==> config.mk <==
export PLATFORM = sky130hd
export DESIGN_NAME = vc_input_fifo
export DESIGN_NICKNAME = d
export VERILOG_FILES = /design/src/rtl/vc_input_fifo.sv
export SDC_FILE = /design/constraint.sdc
export NUM_CORES = 1
export LEC_CHECK = 0
export ABC_AREA = 1
export CAP_MARGIN = 20
export CORE_MARGIN = 1.5
export CORE_UTILIZATION = 62
export CTS_CLUSTER_SIZE = 20
export DETAILED_ROUTE_END_ITERATION = 6
export HOLD_SLACK_MARGIN = 0.06
export PLACE_DENSITY_LB_ADDON = 0.25
export SLEW_MARGIN = 25
export SYNTH_ARGS = -nofsm -noshare
export SYNTH_HDL_FRONTEND = slang
export SYNTH_SLANG_ARGS = --single-unit
==> constraint.sdc <==
create_clock -name clk -period 5.93 [get_ports clk]
set_input_delay 0.593 -clock clk [delete_from_list [all_inputs] [get_ports clk]]
set_output_delay 0.593 -clock clk [all_outputs]
set_load 0.05 [all_outputs]
==> src/rtl/vc_input_fifo.sv <==
// Multi-virtual-channel input buffer: NUM_VC independent circular FIFOs with a registered read port.
// Optional sticky overflow/underflow flags are built only when VC_FIFO_ERR_EN is defined.
module vc_input_fifo #(
    parameter int DATA_WIDTH = 32,
    parameter int ADDR_WIDTH = 4,
    parameter int NUM_VC     = 2,
    parameter int AF_THRESH  = 2,
    localparam int VC_BITS   = (NUM_VC > 1) ? $clog2(NUM_VC) : 1
) (
    input  logic                               clk,
    input  logic                               rst,
    input  logic                               inout_select,
    input  logic [VC_BITS-1:0]                 wr_vc,
    input  logic [DATA_WIDTH-1:0]              PacketIn,
    input  logic                               reqInCtr,
    input  logic [VC_BITS-1:0]                 rd_vc,
    output logic                               gntInCtr,
    output logic [DATA_WIDTH-1:0]              PacketOut,
    output logic [VC_BITS-1:0]                 PacketOut_vc,
    output logic [NUM_VC-1:0]                  full,
    output logic [NUM_VC-1:0]                  empty,
    output logic [NUM_VC-1:0]                  almost_full,
    output logic [NUM_VC*(ADDR_WIDTH+1)-1:0]   count,
    output logic [NUM_VC-1:0]                  err_ovf,
    output logic [NUM_VC-1:0]                  err_udf
);

    localparam int DEPTH = 1 << ADDR_WIDTH;
    localparam int PW    = ADDR_WIDTH + 1;
    localparam logic [PW-1:0]      AF_LEVEL = PW'(DEPTH - AF_THRESH);
    localparam logic [VC_BITS:0]   VC_LIMIT = (VC_BITS + 1)'(NUM_VC);

    logic [DATA_WIDTH-1:0] mem    [NUM_VC][DEPTH];
    logic [PW-1:0]         wr_ptr [NUM_VC];
    logic [PW-1:0]         rd_ptr [NUM_VC];

    logic                  wr_vc_ok;
    logic                  rd_vc_ok;
    logic                  wr_en;
    logic                  vld_p0;
    logic                  vld_p1;
    logic [DATA_WIDTH-1:0] data_p1;
    logic [VC_BITS-1:0]    vc_p1;

    // Status comes from registered pointers only, so same-cycle traffic never bypasses it.
    for (genvar v = 0; v < NUM_VC; v++) begin : g_vc
        logic [PW-1:0] occ;
        assign occ            = wr_ptr[v] - rd_ptr[v];
        assign empty[v]       = (wr_ptr[v] == rd_ptr[v]);
        assign full[v]        = (wr_ptr[v][ADDR_WIDTH-1:0] == rd_ptr[v][ADDR_WIDTH-1:0]) &&
                                (wr_ptr[v][ADDR_WIDTH] != rd_ptr[v][ADDR_WIDTH]);
        assign almost_full[v] = (occ >= AF_LEVEL);
        assign count[v*PW +: PW] = occ;
    end

    assign wr_vc_ok = ({1'b0, wr_vc} < VC_LIMIT);
    assign rd_vc_ok = ({1'b0, rd_vc} < VC_LIMIT);
    assign wr_en    = inout_select && wr_vc_ok && !full[wr_vc];
    assign vld_p0   = reqInCtr && rd_vc_ok && !empty[rd_vc];

    always_ff @(posedge clk) begin
        if (wr_en && !rst) begin
            mem[wr_vc][wr_ptr[wr_vc][ADDR_WIDTH-1:0]] <= PacketIn;
        end
    end

    always_ff @(posedge clk) begin
        if (rst) begin
            for (int v = 0; v < NUM_VC; v++) begin
                wr_ptr[v] <= '0;
                rd_ptr[v] <= '0;
            end
        end else begin
            if (wr_en) begin
                wr_ptr[wr_vc] <= wr_ptr[wr_vc] + PW'(1);
            end
            if (vld_p0) begin
                rd_ptr[rd_vc] <= rd_ptr[rd_vc] + PW'(1);
            end
        end
    end

    // p0 -> p1: head flit registered; data and VC hold when no grant.
    always_ff @(posedge clk) begin
        if (rst) begin
            vld_p1  <= 1'b0;
            data_p1 <= '0;
            vc_p1   <= '0;
        end else begin
            vld_p1 <= vld_p0;
            if (vld_p0) begin
                data_p1 <= mem[rd_vc][rd_ptr[rd_vc][ADDR_WIDTH-1:0]];
                vc_p1   <= rd_vc;
            end
        end
    end

    assign gntInCtr     = vld_p1;
    assign PacketOut    = data_p1;
    assign PacketOut_vc = vc_p1;

`ifdef VC_FIFO_ERR_EN
    logic [NUM_VC-1:0] ovf_q;
    logic [NUM_VC-1:0] udf_q;

    always_ff @(posedge clk) begin
        if (rst) begin
            ovf_q <= '0;
            udf_q <= '0;
        end else begin
            for (int v = 0; v < NUM_VC; v++) begin
                if (inout_select && (wr_vc == VC_BITS'(v)) && full[v]) begin
                    ovf_q[v] <= 1'b1;
                end
                if (reqInCtr && (rd_vc == VC_BITS'(v)) && empty[v]) begin
                    udf_q[v] <= 1'b1;
                end
            end
        end
    end

    assign err_ovf = ovf_q;
    assign err_udf = udf_q;
`else
    assign err_ovf = '0;
    assign err_udf = '0;
`endif

endmodule
==> run_results.csv <==
group,metric,value,unit
outcome,status,"completed",
routing,post_drt_wl_per_cell,23.0,um
synth,synth.area.top_cells,"edfxtp_1 (70%), nand2_1 (14%), nand3_1 (7.1%)",
timing,slew_violations,0,
finish,area_delta_synth_final,11.2,%
place,numPortBuffers,87,
floorplan,die-area,74200,um2
grt,grt_pass1_wl,176000,um
cts,clk_path_buf_depth,3,
pwr,peakVddDrop,0.000254,V
floorplan,die_w,272,um
finish,num-fill-cells,4942,
place,placed_cell_area,46800,um2
cts,cts_tree,"done",
cts,cts_resized,0,
routing,ant_nets,0,
grt,use_met3,5.36,%
cts,clock_sinks,1078,
grt,grt_antenna_before_repair,2,
finish,fin_cells,5148,
timing,setup_viol,0,
worst_setup_path,endpoint_kind,"primary output",
finish,antennaDiodeCount,0,
floorplan,rows,98,
grt,grt_pass1_vias,28702,
cts,insertion_delay,680,ps
floorplan,core,71600,um2
timing,rsz0062_at_grt,"false",
cts,path_clk_slew,60,ps
synth,avgSynthCellArea,11.1,um2
synth,synth_warnings,0,
synth,syn-cell-area,45000,um2
worst_setup_path,critPathKind,"flip-flop to primary output",
grt,grt_max_degree,197,
timing,fmax,253,MHz
routing,via_per_inst,5.96,
synth,synth_cell_type_count,30,
grt,use_met2,49.8,%
timing,fin_skew,35.6,ps
routing,routed_wl,118000,um
routing,num_vias,30691,
timing,worst_slew_pin_slew,1060,ps
worst_setup_path,crit_required,5340,ps
timing,slew-limit-headroom,29.5,%
grt,grtUsageMet1,45.3,%
synth,seq_area_frac_synth,71.2,%
floorplan,start_util,62.8,%
timing,final-hold-violation-count,0,
place,place_congestion,0.811,
routing,first_pass_iters,6,
grt,grt_usage,32.0,%
cts,root_buffer,"clkbuf_16",
cts,cts_buffers,104,
floorplan,top_level_ports,92,
cts,cts_hold_buf,0,
grt,top_usage_layer,"met2",
timing,setup-tns-final,0,ps
cts,cts_setup_buffers,0,
finish,design_area,50000,um2
worst_setup_path,crit_path_start_kind,"flip-flop",
routing,first_iter_violations,4358,
worst_setup_path,arrival,3350,ps
routing,drc,0,
synth,yosysTopAreaCell,"edfxtp_1",
place,dp_cells,4955,
finish,num-nets-final,4164,
synth,synth_top_area_share,69.7,%
grt,grt-ovfl-total,0,
floorplan,die_h,272,um
place,hpwlAfterDp,60600,um
timing,finalCriticalPeriod,3940,ps
pwr,power_leakage,19.3,nW
timing,fin_crit_sh,66.5,%
synth,synthCells,4068,
cts,htreeDepth,3,
worst_setup_path,path_max_fanout,2,
finish,drive_above_1_share,7.31,%
min_path,hp-class,"input port to flip-flop",
run,max_cap_violations,0,
pwr,p_per_area,329,nW/um2
synth,synth_seq_cells,1078,
==> state kept, by name, indices dropped and copies added (netlist names) <==
signal,cells
mem,1024
PacketOut,32
rd_ptr,10
wr_ptr,10
PacketOut_vc,1
gntInCtr,1
==> logic make-up (layout without fill, tap and decap cells) <==
group	after synthesis	in the layout	synth area share, %
compound gates	67	67	0.971
xor+xnor	14	14	0.273
fa+ha+maj	15	15	0.451
buf+inv	416	543	4.35
flops	1078	1078	71.2
other cells	1	4	0.00834
simple gates	2477	2477	22.7
==> path summary, 6_finish.rpt <==
check / startpoint / endpoint / slack, ps / cells past startpoint
worst max-delay path: wr_ptr[0][0]$_SDFFCE_PN0P_ / almost_full[0] / 1990 / 10
worst min-delay path: PacketIn[6] / mem[1][230]$_DFFE_PP_ / 430 / 1
worst max register to register: wr_ptr[1][3]$_SDFFCE_PN0P_ / mem[1][38]$_DFFE_PP_ / 2730 / 8
worst min register to register: PacketOut_vc$_SDFFE_PP0P_ / PacketOut_vc$_SDFFE_PP0P_ / 500 / 2
==> routing by layer <==
layer | vias to the layer above | part of all wire, %
met5 | - | 0.011
met4 | 2 | 4.1
met3 | 310 | 11
met2 | 1810 | 47
met1 | 14713 | 38
li1 | 13856 | -
==> final cells by class <==
class	count	area [um2]	area share [%]
timing repair buffer	177	1560	3.11
multi-input combinational	2577	11300	22.5
sequential	1078	32000	64.1
tap	950	1190	2.38
clock inverter	49	458	0.916
clock buffer	144	2830	5.65
inverter	173	672	1.34
==> per-stage QoR <==
stage | hold WS, ps | setup WS, ps | util [%] | total power, mW
6_report | 427 | 1990 | 69.8 | 16.4
3_5_place_dp | 498 | 1790 | 65.4 | 10.1
5_1_grt | 447 | 1800 | 69.8 | 16.9
2_1_floorplan | 536 | 734 | - | 9.60
3_3_place_gp | 489 | 1880 | 65.4 | 10.1
4_1_cts | 450 | 1970 | 70.0 | 16.4
==> worst max-delay path, stage by stage, from the launching register on <==
cell and delay (ps):
edfxtp_1 390, inv_1 150, ha_1 160, inv_1 60, fa_1 460, a21oi_1 150
nor2_1 50, nor2_1 110, xor2_1 210, o21bai_1 140, clkdlybuf4s50_1 810
==> Yosys cell counts <==
master	count
nand2_1	1734
edfxtp_1	1044
nand3_1	638
buf_2	167
inv_1	167
nor2_1	53
buf_4	37
dfxtp_1	34
o21a_1	33
clkbuf_1	30
nor4_1	30
o21ai_0	14
ha_1	13
nor3_1	13
o21ai_1	10
xor2_1	10
buf_6	6
inv_2	5
a21oi_1	4
xnor2_1	4
buf_1	3
nand4_1	3
o21ai_2	3
o21bai_1	3
or2_2	3
fa_1	2
nand2_2	2
conb_1	1
inv_4	1
nor2_4	1
==> layout by cell type (no fill, tap or decap), types with 16 or more instances in the layout <==
master | netlist | final
dfxtp_1 | 34 | 34
edfxtp_1 | 1044 | 1044
clkdlybuf4s50_1 | 0 | 62
clkinv_1 | 0 | 16
nand3_1 | 638 | 638
buf_2 | 167 | 22
nand2_1 | 1734 | 1734
buf_4 | 37 | 80
inv_1 | 167 | 166
nor4_2 | 0 | 30
nor2_1 | 53 | 52
clkinv_2 | 0 | 19
clkbuf_16 | 0 | 106
clkbuf_1 | 30 | 35
o21a_1 | 33 | 33
==> report_power, final <==
part,switching [mW],internal (mW)
clock,2.78,3.64
combinational,1.12,0.402
sequential,0.0539,8.43
total,3.95,12.5
No activity file was read; power rests on OpenSTA's default activity.
